**src/rtl/jtcop_sec_mbx_pkg.sv**
```systemverilog
// Shared definitions for the SEC mailbox: register map, status bits
// and sec2 pulse FSM encoding.
package jtcop_sec_mbx_pkg;

  localparam logic [2:0] REG_CMDL = 3'd0;
  localparam logic [2:0] REG_CMDH = 3'd1;
  localparam logic [2:0] REG_RPLL = 3'd2;
  localparam logic [2:0] REG_RPLH = 3'd3;
  localparam logic [2:0] REG_STAT = 3'd4;

  localparam int ST_PEND = 0;
  localparam int ST_UNRD = 1;
  localparam int ST_OVR  = 2;

  typedef enum logic [1:0] {
    IDLE = 2'd0,
    HIGH = 2'd1,
    GAP  = 2'd2
  } pulse_st_t;

endpackage

```
**src/rtl/jtcop_sec_mbx_pulse.sv**
```systemverilog
// sec2 pulse generator: fixed-width high pulse, minimum low gap,
// commits during a pulse collapse into one retrigger.
module jtcop_sec_pulse
  import jtcop_sec_mbx_pkg::*;
#(
  parameter int IRQ_LEN = 8,
  parameter int GAP_LEN = 2
) (
  input  logic clk,
  input  logic rstn,
  input  logic trig,
  output logic sec2
);

  localparam logic [7:0] HI_LD = 8'(IRQ_LEN - 1);
  localparam logic [7:0] GP_LD = 8'(GAP_LEN - 1);

  pulse_st_t  st;
  logic [7:0] cnt;
  logic       retrig;

  always_ff @(posedge clk) begin
    if (!rstn) begin
      st     <= IDLE;
      cnt    <= 8'd0;
      retrig <= 1'b0;
      sec2   <= 1'b0;
    end else begin
      case (st)
        IDLE: begin
          if (trig) begin
            st   <= HIGH;
            cnt  <= HI_LD;
            sec2 <= 1'b1;
          end
        end
        HIGH: begin
          if (trig) retrig <= 1'b1;
          if (cnt == 8'd0) begin
            st   <= GAP;
            cnt  <= GP_LD;
            sec2 <= 1'b0;
          end else begin
            cnt <= cnt - 8'd1;
          end
        end
        GAP: begin
          if (cnt != 8'd0) begin
            cnt <= cnt - 8'd1;
            if (trig) retrig <= 1'b1;
          end else if (retrig || trig) begin
            // a commit landing on the last gap cycle is consumed here
            st     <= HIGH;
            cnt    <= HI_LD;
            retrig <= 1'b0;
            sec2   <= 1'b1;
          end else begin
            st <= IDLE;
          end
        end
        default: begin
          st   <= IDLE;
          sec2 <= 1'b0;
        end
      endcase
    end
  end

endmodule

```
**src/rtl/jtcop_sec_mbx.sv**
```systemverilog
// MCU-side SEC mailbox: command latch, reply word, sec2 pulse.
// Optional overrun flag enabled by JTCOP_SEC_MBX_OVR_EN.
module jtcop_sec_mbx
  import jtcop_sec_mbx_pkg::*;
#(
  parameter int IRQ_LEN = 8,
  parameter int GAP_LEN = 2
) (
  input  logic        clk,
  input  logic        rstn,
  input  logic [15:0] main_din,
  input  logic        main_wr,
  input  logic        main_rd,
  output logic [15:0] main_dout,
  output logic        sec2,
  input  logic        mcu_cs,
  input  logic        mcu_we,
  input  logic [2:0]  mcu_addr,
  input  logic [7:0]  mcu_din,
  output logic [7:0]  mcu_dout,
  output logic        mcu_irq
);

  logic [15:0] cmd;
  logic [7:0]  reply_lo;
  logic [7:0]  stat;
  logic        cmd_pend;
  logic        reply_unread;
  logic        ovr;
  logic        main_wr_l;
  logic        main_rd_l;
  logic        wr_edge;
  logic        rd_edge;
  logic        acc_wr;
  logic        acc_rd;
  logic        commit;
  logic        stat_wr;
  logic        clr_pend;

  assign wr_edge  = main_wr & ~main_wr_l;
  assign rd_edge  = main_rd & ~main_rd_l;
  assign acc_wr   = mcu_cs & mcu_we;
  assign acc_rd   = mcu_cs & ~mcu_we;
  assign commit   = acc_wr && mcu_addr == REG_RPLH;
  assign stat_wr  = acc_wr && mcu_addr == REG_STAT;
  assign clr_pend = (acc_rd && mcu_addr == REG_CMDH)
                  | (stat_wr & mcu_din[0]);

  always_comb begin
    stat          = 8'd0;
    stat[ST_PEND] = cmd_pend;
    stat[ST_UNRD] = reply_unread;
    stat[ST_OVR]  = ovr;
  end

  always_ff @(posedge clk) begin
    if (!rstn) begin
      main_wr_l    <= 1'b0;
      main_rd_l    <= 1'b0;
      cmd          <= 16'd0;
      cmd_pend     <= 1'b0;
      reply_lo     <= 8'd0;
      reply_unread <= 1'b0;
      main_dout    <= 16'd0;
      mcu_dout     <= 8'hff;
      mcu_irq      <= 1'b0;
    end else begin
      main_wr_l <= main_wr;
      main_rd_l <= main_rd;
      mcu_irq   <= cmd_pend;
      // a new command beats a same-cycle MCU clear
      if (wr_edge) begin
        cmd      <= main_din;
        cmd_pend <= 1'b1;
      end else if (clr_pend) begin
        cmd_pend <= 1'b0;
      end
      if (acc_wr && mcu_addr == REG_RPLL) reply_lo <= mcu_din;
      if (commit) begin
        main_dout    <= {mcu_din, reply_lo};
        reply_unread <= 1'b1;
      end else if (rd_edge) begin
        reply_unread <= 1'b0;
      end
      if (acc_rd) begin
        unique case (1'b1)
          mcu_addr == REG_CMDL: mcu_dout <= cmd[7:0];
          mcu_addr == REG_CMDH: mcu_dout <= cmd[15:8];
          mcu_addr == REG_STAT: mcu_dout <= stat;
          default:              mcu_dout <= 8'hff;
        endcase
      end
    end
  end

`ifdef JTCOP_SEC_MBX_OVR_EN
  always_ff @(posedge clk) begin
    if (!rstn) begin
      ovr <= 1'b0;
    end else if (wr_edge && cmd_pend) begin
      ovr <= 1'b1;
    end else if (stat_wr && mcu_din[ST_OVR]) begin
      ovr <= 1'b0;
    end
  end
`else
  assign ovr = 1'b0;
`endif

  jtcop_sec_pulse #(
    .IRQ_LEN (IRQ_LEN),
    .GAP_LEN (GAP_LEN)
  ) u_pulse (
    .clk  (clk),
    .rstn (rstn),
    .trig (commit),
    .sec2 (sec2)
  );

endmodule

```
**config.mk**
```make
export PLATFORM = sky130hd
export DESIGN_NAME = jtcop_sec_mbx
export DESIGN_NICKNAME = d
export VERILOG_FILES = /design/src/rtl/jtcop_sec_mbx_pkg.sv /design/src/rtl/jtcop_sec_mbx_pulse.sv /design/src/rtl/jtcop_sec_mbx.sv
export SDC_FILE = /design/constraint.sdc
export NUM_CORES = 1
export LEC_CHECK = 0
export ABC_AREA = 1
export BUFFER_PORTS_ARGS = -buffer_cell sky130_fd_sc_hd__buf_2
export CAP_MARGIN = 10
export CORE_ASPECT_RATIO = 1.75
export CORE_UTILIZATION = 58
export DETAILED_ROUTE_END_ITERATION = 10
export HOLD_SLACK_MARGIN = 0.02
export PLACE_DENSITY = 0.81
export SLEW_MARGIN = 20
export SYNTH_ARGS = -nofsm -noshare
export SYNTH_HDL_FRONTEND = slang
export SYNTH_SLANG_ARGS = --single-unit
export TNS_END_PERCENT = 30
```
**constraint.sdc**
```tcl
create_clock -name clk -period 4.78 [get_ports clk]
set_clock_uncertainty 0.15 [all_clocks]
set_input_delay 1.195 -clock clk [delete_from_list [all_inputs] [get_ports clk]]
set_output_delay 1.195 -clock clk [all_outputs]
set_load 0.005 [all_outputs]
```
==> results of run 1 <==
[cell families after synthesis]
kind of cell,after synthesis,share of synthesized area (%)
buffers and inverters,59,7.96
xor gates and xnor gates,1,0.310
AOI/OAI and AO/OA,80,14.9
and+or+nand+nor,195,28.6
adders and majority gates,5,2.21
DFF,65,46.0
[stage by stage]
| stage | power [µW] | hold WS [ps] | util, % | cell area, µm² | cells |
|---|---|---|---|---|---|
| 2_1_floorplan | 1020 | 270 | - | 2830 | 405 |
| 3_3_place_gp | 1120 | 291 | 67.3 | 3140 | 504 |
| 3_5_place_dp | 1130 | 293 | 67.3 | 3140 | 504 |
| 4_1_cts | 1590 | 304 | 71.5 | 3340 | 519 |
| 5_1_grt | 1690 | 326 | 71.5 | 3340 | 519 |
| 6_report | 1580 | 304 | 71.5 | 3340 | 519 |
[how the worst min path moves through the flow]
stage	start	endpoint	slack, ps	cells after the start
after floorplan	cmd_pend	mcu_irq	270	2
after global placement	cmd_pend	mcu_irq	290	2
after detailed placement	cmd_pend	mcu_irq	290	2
after CTS	cmd_pend	mcu_irq	300	2
after global routing	u_pulse.sec2	u_pulse.sec2	330	2
final	cmd_pend	mcu_irq	300	2
[worst reg2reg max path: cells and delay by family, from the launching register on]
family / cells / cell delay, ps
and+or+nand+nor: 1 / 440
AOI/OAI and AO/OA: 2 / 390
buffers and inverters: 1 / 470
DFF: 1 / 300
[placed cells by master (no fill, tap or decap), drive strengths merged, types with 2 or more instances in the layout]
master    n
a21oi    17
buf      59
clkbuf   10
clkinv    3
dfxtp    65
ha        5
inv      47
nand2    70
nand3    17
nor2    106
nor3      2
o211ai    2
o21ai    52
o22ai     9
[flip-flops by register name, summed over array words and instances, names as in the netlist]
register	flops
u_pulse.cnt	8
main_rd_l	1
reply_unread	1
main_wr_l	1
reply_lo	8
cmd_pend	1
mcu_dout	8
u_pulse.retrig	1
u_pulse.st	2
main_dout	16
mcu_irq	1
cmd	16
u_pulse.sec2	1
[metal layers]
layer	share of wire (%)	track usage (%)
met5	0	0
met2	51	45.8
met3	3.7	5.80
met4	1.6	12.0
met1	44	30.5
[power by group]
part | switching [µW] | internal, µW | total (µW)
Clock | 203 | 251 | 454
Combinational | 316 | 171 | 487
Sequential | 40.8 | 597 | 638
[final cells by class]
class	count	area, µm²
clock buffer	10	138
clock inverter	5	56.3
fill	397	1330
inverter	47	176
multi-input combinational	281	1300
sequential	65	1300
tap	52	65.1
timing repair buffer	59	298
==> run summary, run 1 <==
Cell row count: 33. The worst relative slew slack was 40.4%; the net total in the final layout was 501. Together, buffers and inverters on the worst path number 3. Synthesis produced 405 cells. For this block, the routed nets add up to 6.15 mm of wire. Yosys attributes the largest share of cell area to dfxtp_1 46%, nor2_1 13%, nand2_1 9.2%, o21ai_0 8.8%, inv_1 6.2%. The synthesized design contains 0 enable-type register cells. After detailed routing, the number of vias per cell comes to 5.16.

The required time of the critical path is 4830 ps. Clock-pin slew was measured on the worst setup and hold paths at 70 ps. The worst setup path is captured at a flip-flop. Clock latency on the worst-skew pair, taken at its later pin, is 330 ps.

In the final layout, the share of cells above drive strength 1 is 18.0%. The count of nets left with antenna violations once routing finished came out at 0. The worst setup path is launched from an input port. The logs give 2680 for the number of vias after detailed routing and 0 for the count of cells resized by post-cts repair. Across the run, the number of max-cap violations was 0.

Worst reg2reg path depth: 4. The post-route clock period utilization is 53.4%. The tightest min-delay check is of the flip-flop to flip-flop type. The flow ran to the end, and the final reports show no timing, DRC or antenna violations. After detailed routing, the average wire length per cell comes to 11.9 µm.

Setup total negative slack on the finished layout was measured at 0 ps. In this run the tool buffered the top-level ports with 58 buffer cells. After synthesis, the netlist uses 22 different library cells.

The wire length of the first global-routing pass is 10.3 mm, and the full die area is 0.00517 mm². TritonCTS built the clock tree. For the global router's overall resource usage, the log shows 26.9%. The root buffer selected by CTS was clkbuf_8. For the pin with the worst max-slew slack, the measured transition is 894 ps.

Start point of the critical path: main_wr. The tools report the initial antenna violation count as 0. Setup repair after global routing left no endpoint under its margin. In this run the number of H-tree levels came out at 3.

The tools report the total nets after synthesis as 443. The post-layout minimum cycle time came out at 2550 ps. The Yosys step of the flow raised 0 warnings. The HPWL after detailed placement was 4.36 mm.

Most frequent cell after synthesis: nor2_1. On the critical path the largest part of the delay comes from buffers and inverters. The area share of the largest cell type after synthesis came out at 46.0%. Number of endpoints with negative hold slack in the final report: 0. Setup violations remaining at the end of the flow were counted as 0. Via count of the first global-routing pass: 2485. Routability-driven placement finished with a final weighted congestion of 0.883.

The maximum vdd ir drop was 0.000309 V; the max-slew violation total from the final report was 0. The power density over cell area works out to 473 mW/mm². End point of the critical path: cmd[5]. Averaged over all synthesized cells, the footprint is 6.98 µm².

For this configuration, the core starts out at a cell density of 60.6%. At the worst endpoint, the arrival time is 2600 ps. The die span in y came out at 94.4 µm.

For the post-route DRC violation count, the log shows 0. Buffers inserted to repair hold after CTS numbered 0. The tools report the worst-case setup slack after placement as 1900 ps. After the first detailed-routing iteration, the DRC count stood at 61. The die is 54.8 µm wide. Counting instances in the post-synthesis netlist gives the leading cell types as 101 x nor2_1, 69 x nand2_1, 65 x dfxtp_1. The core area is 0.00467 mm², and the leakage power is 0.00169 µW.

Most instantiated flip-flop cell in the synthesis netlist: dfxtp_1. Sequential cells were found to cover 46.0% of the synthesized design area. On the worst path, the slowest cell contributes a delay of 470 ps. Walking the worst path, the cells encountered are buf_2 -> inv_1 -> nor2_1 -> inv_1 -> o21ai_0 -> a21oi_1. The number of I/O pins was 59; the final setup slack of the worst path was 2230 ps. The most area-hungry cell type in the Yosys netlist is dfxtp_1. The run gives 2890 ps as the internal reg-to-reg setup slack. The largest individual stage delay along the critical path comes from the cell inv_1.

CTS saw 65 sinks. The run gives 61 as the largest net degree at the start of global routing. The path type of the worst setup path was input port to flip-flop. In this run the worst path has a maximum fanout of 23. In this run the critical register-to-register path is launched from main_wr_l.

The cell area that synthesis handed to floorplanning was 0.00283 mm². The number of synthesized register bits is 65. The share of flip-flops with an asynchronous set or reset works out to 0%. The maximum count of clock buffers along a single path was 2; the total congestion overflow after global routing was 0. The endpoint identified for the worst register-to-register timing path is cmd[5]. Timing would allow up to 391 MHz. By instance count, the cell type seen most on the critical path is inv_1.

The critical path crosses 6 cells after its start point. The logs give 0 for the buffer count from post-CTS setup fixing and 4 for the detailed-routing iteration count for the pre-antenna-repair pass. 0 antenna diodes ended up in the layout. The layout overhead on the synthesized area works out to 18.0%. The tools report the number of buffers created by CTS as 9.
Note: power is estimated with default switching activity, not from simulation.
==> run 2, diff against run 1 <==
Settings changed: CORE_UTILIZATION 58 to 49, PLACE_DENSITY 0.81 to 0.73.
Clock period 4.78 ns to 2.3 ns, I/O delays scaled along.
==> run 2 against run 1 <==
Compared with the run above:
- sequential cell count stayed put
- via count grew 1.7%
- critical path type unchanged
- largest cell class unchanged
- hold slack worse by 25 ps
- register-to-register slack lost 2400 ps
- largest power group unchanged
- core utilization fell by 11 points
- sequential power rose by 110%
==> run summary, run 2 (synthesis results as in run 1) <==
The number of vias after detailed routing is 2725 (was 2680), and the largest net degree at the start of global routing is 32 (was 61). The tools report the full die area as 0.00609 mm² (was 0.00517 mm²). The clock-pin slew on the worst setup and hold paths is 70 ps (about the same). The root buffer selected by CTS was clkbuf_8 (unchanged). The logs give 0 (unchanged) for the buffer count from post-CTS setup fixing and 28.3% (was 28.8%) for the proportion of power drawn by the clock network. Width of the die: 59.4 µm (was 54.8 µm). Top flop regs: cmd (16), main_dout (16) (unchanged). The detail-routed via count per cell is 4.95 (was 5.16).

The tools report the detailed-routing iteration count for the pre-antenna-repair pass as 4 (unchanged). The most frequent cell on the critical path is inv_1 (unchanged). The required time of the critical path is 2360 ps (was 4830 ps), and the final RePlAce weighted congestion is 0.906 (was 0.883). The tools report the endpoint class of the critical path as a flip-flop (unchanged). The switching power share of the total works out to 35.5% (about the same). The worst reg2reg path depth came out at 4 (unchanged). The transition at the pin with the smallest max-transition slack is 636 ps (was 894 ps).

The tools report the reg-to-reg critical path endpoint as cmd[12] (was cmd[5]). Static timing analysis puts the maximum clock frequency at 529 MHz. For the total congestion overflow after global routing, the log shows 0 (unchanged). Start point of the critical path: main_wr (unchanged).

The tools report the end point of the critical path as cmd[12] (was cmd[5]). The run gives 0 (unchanged) as the setup violation total in the final timing report. The logs give 59 (unchanged) for the number of I/O pins and 0 (unchanged) for the count of cells resized by post-cts repair. Setup repair after global routing left no endpoint under its margin.

The worst relative slew slack was 57.6% (was 40.4%). The layout overhead on the synthesized area came out at 20.4% (was 18.0%). For the maximum vdd ir drop, the log shows 0.000546 V (was 0.000309 V). The stage delay of the slowest cell on the critical path was 460 ps (was 470 ps); the initial antenna violation count was 0 (unchanged). The path type of the worst setup path is input port to flip-flop (unchanged). Most frequent cells in the layout: 101 x nor2_1, 69 x nand2_1, 65 x dfxtp_1 (unchanged).

The tools report the clock latency at the later pin of the worst-skew pair as 340 ps (was 330 ps). The logs give 50.6% (was 60.6%) for the effective utilization at floorplan and 0 (unchanged) for the max-capacitance violation count. The die span in y is 102 µm (was 94.4 µm). The CTS H-tree depth is 3 (unchanged), and the area taken by multi-input logic gates is 0.00130 mm² (unchanged). The standard cell with the maximum stage delay on the critical path is inv_1 (unchanged). The run gives 0 (unchanged) as the number of buffers added to fix hold violations after cts.

Leakage power: 0.00172 µW (was 0.00169 µW). TritonCTS built the clock tree. Quantity of I/O buffers inserted on ports: 58 (unchanged). The sum of negative setup slack is 0 ps (unchanged), and the flip-flop and latch area is 0.00130 mm² (unchanged). The logs give 1950 ps (was 2600 ps) for the data arrival time of the worst path and 2597 (was 2485) for the via count of the first global-routing pass. Crit path cell chain: buf_2 -> inv_1 -> nor2_1 -> inv_1 -> o21ai_0 -> a21oi_1 (unchanged).

The proportion of layout cells with a drive suffix above 1 was 18.6% (was 18.0%). The post-layout minimum cycle time is 1890 ps. The cell row count was 36 (was 33).

Detail-routed net length per standard cell: 11.9 µm (about the same). The type of origin of the critical path is an input port (unchanged). The final standard cell utilization of the core came out at 61.0% (was 71.5%).

The post-route DRC violation count was 0 (unchanged). The path type of the worst min-delay path was input port to flip-flop (was flip-flop to flip-flop). Number of buffers created by CTS: 9 (unchanged). The maximum fanout count along the critical path came out at 23 (unchanged). The power density over cell area was 973 mW/mm² (was 473 mW/mm²). The maximum count of clock buffers along a single path is 2 (unchanged), and the HPWL after detailed placement is 4.59 mm (was 4.36 mm).

The tools report the wire length of the first global-routing pass as 10.8 mm (was 10.3 mm). The start of the worst register-to-register path is main_wr_l (unchanged). The tools report the core area as 0.00559 mm² (was 0.00467 mm²).

The antenna diode count was 0 (unchanged). The combinational cell fraction of total power is 31.7% (was 30.8%). The most frequent standard cell in the layout excluding fill and tap cells is nor2_1 (unchanged). The clock sink count is 65 (unchanged).

For the max-slew violation total from the final report, the log shows 0 (unchanged). The run finished with clean final reports. The total wire length is 6.55 mm (was 6.15 mm), and the post-route clock period utilization is 82.1%.

For the global router's overall resource usage, the log shows 23.5% (was 26.9%). The tools report the net total in the final layout as 507 (was 501). The internal power component is 2140 µW (was 1020 µW). The logs give 586 (was 397) for the number of filler cells placed in the layout and 0 (unchanged) for the number of nets with antenna violations after detailed routing. The number of endpoints with negative hold slack in the final report was 0 (unchanged); the initial detailed-routing violation count was 62 (was 61). The fraction of power consumed by sequential logic was 40.1% (was 40.4%).

Internal reg-to-reg setup slack: 450 ps (was 2890 ps). Switching component of the power: 1180 µW (was 560 µW).
-- run 2: cell count changes in the layout (fill, tap and decap cells not counted), sizes merged --
cell      delta
buf          +6
clkbuf       +3
clkinv       -1
clkinvlp     -1
-- run 2: worst max-delay path, delay by kind of cell --
family          cells  cell delay [ps]
compound gates      2              380
buf+inv             3              580
simple gates        1              410
-- run 2: worst min-delay path by stage --
| stage | from | end | depth (start not counted) |
|---|---|---|---|
| finish | main_wr | main_wr_l | 3 |
| global placement | u_pulse.sec2 | u_pulse.sec2 | 2 |
| global route | main_wr | main_wr_l | 3 |
| detailed placement | cmd_pend | mcu_irq | 2 |
| floorplan | cmd_pend | mcu_irq | 2 |
| CTS | main_wr | main_wr_l | 3 |
-- run 2: power by group through the flow --
stage | Combinational, µW | Sequential (µW) | Clock [µW]
CTS | 1050 | 1330 | 958
finish | 1050 | 1330 | 937
global route | 1190 | 1340 | 1010
global placement | 1010 | 1350 | 0
detailed placement | 1020 | 1350 | 0
floorplan | 788 | 1330 | 0
-- run 2: cell type report --
| class | instances | share of cell area [%] |
|---|---|---|
| sequential | 65 | 38.2 |
| timing repair buffer | 65 | 10.1 |
| clock inverter | 3 | 1.18 |
| inverter | 47 | 5.18 |
| clock buffer | 13 | 4.37 |
| multi-input combinational | 281 | 38.2 |
| tap | 76 | 2.79 |
-- run 2: stage by stage --
stage / setup slack, ps / total power, µW / cell area, µm² / hold slack (ps) / instances
after floorplan: 634 / 2120 / 2830 / 270 / 405
after global placement: 185 / 2360 / 3220 / 291 / 534
after detailed placement: 115 / 2380 / 3220 / 296 / 534
after CTS: 441 / 3330 / 3410 / 266 / 550
after global routing: 182 / 3550 / 3410 / 290 / 550
final: 411 / 3310 / 3410 / 279 / 550
-- run 2: routing by layer --
metal | GRT usage, % | vias up | share of wire, %
met5 | 0 | - | 0
met4 | 12.3 | 0 | 2.7
met3 | 5.52 | 17 | 4.3
met2 | 42.2 | 63 | 53
met1 | 24.8 | 1241 | 40
li1 | - | 1404 | -
==> run 3, diff against run 2 <==
Settings changed: CORE_UTILIZATION 49 to 54, PLACE_DENSITY 0.73 to 0.76.
Clock period 2.3 ns to 2 ns, I/O delays scaled along.
==> run 3 against run 2 <==
Compared with the run above:
- the flow now finishes with violations (design-rule violations)
- core utilization increased by 7.8 points
- first-iteration DRC count increased by 66%
- clock power increased by 36%
- non-clock buffer count increased by 3
- final area increased by 1.4%
- register-to-register slack got worse by 230 ps
- routed wire length decreased by 0.47%
- sequential share of layout area decreased by 0.54 points
- global-route usage increased by 2.7 points
- total power increased by 22%
- sequential power increased by 15%
- critical path type is now flip-flop to flip-flop
- highest routed layer unchanged
==> run summary, run 3 (synthesis results as in run 1) <==
The clock-pin slew on the worst setup and hold paths was 70 ps (about the same); the net total in the final layout was 510 (was 507). The run gives 27.3% (was 24.8%) as the global routing usage on met1. The effective utilization at floorplan is 56.3% (was 50.6%), and the clock sink count is 65 (unchanged). Reg-to-reg critical path endpoint: u_pulse.st[1] (was cmd[12]).

TritonCTS built the clock tree. The internal reg-to-reg setup slack came out at 220 ps (was 450 ps). The initial antenna violation count is 0 (unchanged), and the layout overhead on the synthesized area is 22.2% (was 20.4%). The combinational cell fraction of total power was 30.7% (was 31.7%).

The HPWL after detailed placement came out at 4.70 mm (was 4.59 mm). The layer with the highest usage is met2 (unchanged). The detailed-routing iteration count for the pre-antenna-repair pass is 7 (was 4). The endpoint class of the critical path is a flip-flop (unchanged). Dividing the final minimum period by the clock period gives 89.2%. The logs give 26.2% (was 23.5%) for the global router's overall resource usage and 561 MHz for the maximum achievable frequency. The final RePlAce weighted congestion is 0.888 (was 0.906). The switching power share of the total was 34.3% (was 35.5%). Most frequent cells in the layout: 101 x nor2_1, 69 x nand2_1, 65 x dfxtp_1 (unchanged).

The flow ran to the end, but the final reports show violations. The met3 routing resource usage after global routing is 5.46% (was 5.52%), and the data arrival time of the worst path is 1870 ps (was 1950 ps). The count of cells resized by post-cts repair was 0 (unchanged).

The start point of the critical path was u_pulse.cnt[0] (was main_wr). The type of origin of the critical path was a flip-flop (was an input port). Maximum fanout count along the critical path: 5 (was 23). The buffer count from post-CTS setup fixing came out at 0 (unchanged). The transition at the pin with the smallest max-transition slack works out to 645 ps (was 636 ps). Top flop regs: cmd (16), main_dout (16) (unchanged). The flip-flop and latch area was 0.00130 mm² (unchanged). The width of the die works out to 56.7 µm (was 59.4 µm). The initial detailed-routing violation count was 103 (was 62); the antenna diode count was 0 (unchanged). The final reports fail on design-rule violations.

The area taken by multi-input logic gates is 0.00130 mm² (unchanged). The worst reg2reg path depth is 8 (was 4), and the sum of negative setup slack is 0 ps (unchanged). The wire length of the first global-routing pass was 11.4 mm (was 10.8 mm). Depth of the worst hold-timing path: 3 (unchanged). The tools report the leakage power as 0.00175 µW (was 0.00172 µW). For the clock latency at the later pin of the worst-skew pair, the log shows 340 ps (about the same). The number of nets with antenna violations after detailed routing was 0 (unchanged); the max-slew violation total from the final report was 0 (unchanged). The quantity of I/O buffers inserted on ports was 58 (unchanged). The cell row count was 34 (was 36). The worst relative slew slack came out at 57.0% (was 57.6%). The root buffer selected by CTS was clkbuf_8 (unchanged). Setup repair after global routing left no endpoint under its margin. The switching component of the power was 1390 µW (was 1180 µW); the maximum vdd ir drop was 0.000814 V (was 0.000546 V). The number of buffers added to fix hold violations after cts is 0 (unchanged). The proportion of layout cells with a drive suffix above 1 was 19.5% (was 18.6%). The most frequent standard cell in the layout excluding fill and tap cells is nor2_1 (unchanged). The core area was 0.00502 mm² (was 0.00559 mm²); the number of vias after detailed routing was 2752 (was 2725). Max-capacitance violation count: 0 (unchanged). The tools report the end point of the critical path as u_pulse.st[1] (was cmd[12]). Die span in y: 97.7 µm (was 102 µm).

The required time of the critical path was 2080 ps (was 2360 ps); the number of I/O pins was 59 (unchanged). The logs give 6.52 mm (was 6.55 mm) for the total wire length and 9 (unchanged) for the number of buffers created by CTS. The detail-routed via count per cell came out at 5.18 (was 4.95). The run gives 2 (was 0) as the post-route DRC violation count. The logs give 2650 µW (was 2140 µW) for the internal power component and 3 (unchanged) for the CTS H-tree depth. Met2 usage in global routing: 46.9% (was 42.2%).

Path type of the worst setup path: flip-flop to flip-flop (was input port to flip-flop). The tools report the start of the worst register-to-register path as u_pulse.cnt[0] (was main_wr_l). The setup violation total in the final timing report is 0 (unchanged), and the detail-routed net length per standard cell is 12.3 µm (was 11.9 µm). The fraction of power consumed by sequential logic is 37.8% (was 40.1%). The tools report the full die area as 0.00554 mm² (was 0.00609 mm²). The run gives 2 (unchanged) as the maximum count of clock buffers along a single path. The final standard cell utilization of the core was 68.8% (was 61.0%); the proportion of power drawn by the clock network was 31.4% (was 28.3%). The logs give 0 (unchanged) for the number of endpoints with negative hold slack in the final report and 488 (was 586) for the number of filler cells placed in the layout.

The run gives 0 (unchanged) as the total congestion overflow after global routing. The largest net degree at the start of global routing was 33 (was 32); the power density over cell area was 1170 mW/mm² (was 973 mW/mm²). The tools report the via count of the first global-routing pass as 2769 (was 2597).

The path type of the worst min-delay path was input port to flip-flop (unchanged). After layout, the minimum clock period comes to 1780 ps.
## run 3: cell count changes in the layout (fill, tap and decap cells not counted), sizes merged
cell      change
clkinvlp      +2
bufinv        +1
clkinv        -2
buf           +3
clkbuf        -1
## run 3: area by class of cell
| cell class | count | area share, % |
|---|---|---|
| well taps | 54 | 1.96 |
| clock inverters | 4 | 2.17 |
| flip-flops and latches | 65 | 37.7 |
| repair buffers | 68 | 10.9 |
| inverters | 47 | 5.11 |
| multi-input cells | 281 | 37.7 |
| clock buffers | 12 | 4.49 |
## run 3: layer usage
layer,part of all wire (%),up-vias,wire [µm]
met5,0,-,0
met4,2.9,0,189
met3,3.6,18,236
met2,52,60,3380
met1,42,1258,2720
li1,-,1416,-
## run 3: power by group through the flow
stage | logic (µW) | registers, µW | clock network (µW)
2_1_floorplan | 907 | 1530 | 0
3_3_place_gp | 1200 | 1550 | 0
3_5_place_dp | 1220 | 1560 | 0
4_1_cts | 1240 | 1530 | 1290
5_1_grt | 1410 | 1550 | 1340
6_report | 1240 | 1530 | 1270
## run 3: worst min-delay path by stage
stage,from,endpoint,slack [ps]
after floorplan,cmd_pend,mcu_irq,270
after global placement,u_pulse.sec2,u_pulse.sec2,280
after detailed placement,u_pulse.sec2,u_pulse.sec2,290
after CTS,main_rd,main_rd_l,200
after global routing,main_rd,main_rd_l,230
final,main_rd,main_rd_l,210
## run 3: metrics by stage
stage / power (µW) / setup slack (ps) / std cells / hold WS (ps) / instance area, µm²
CTS: 4050 / 248 / 531 / 199 / 3450
finish: 4040 / 217 / 531 / 210 / 3450
detailed placement: 2780 / 157 / 515 / 289 / 3220
global placement: 2750 / 181 / 515 / 285 / 3220
floorplan: 2440 / 400 / 405 / 270 / 2830
global route: 4300 / 65.0 / 531 / 226 / 3450
## run 3: worst max-delay path: stages, from the launching register on
cell     delay, ps
dfxtp_1        350
inv_1           80
ha_1           240
nand2_1        110
nor2_1          70
nor2_1         330
nor2_2         100
o21ai_0        190
nor2_1          60
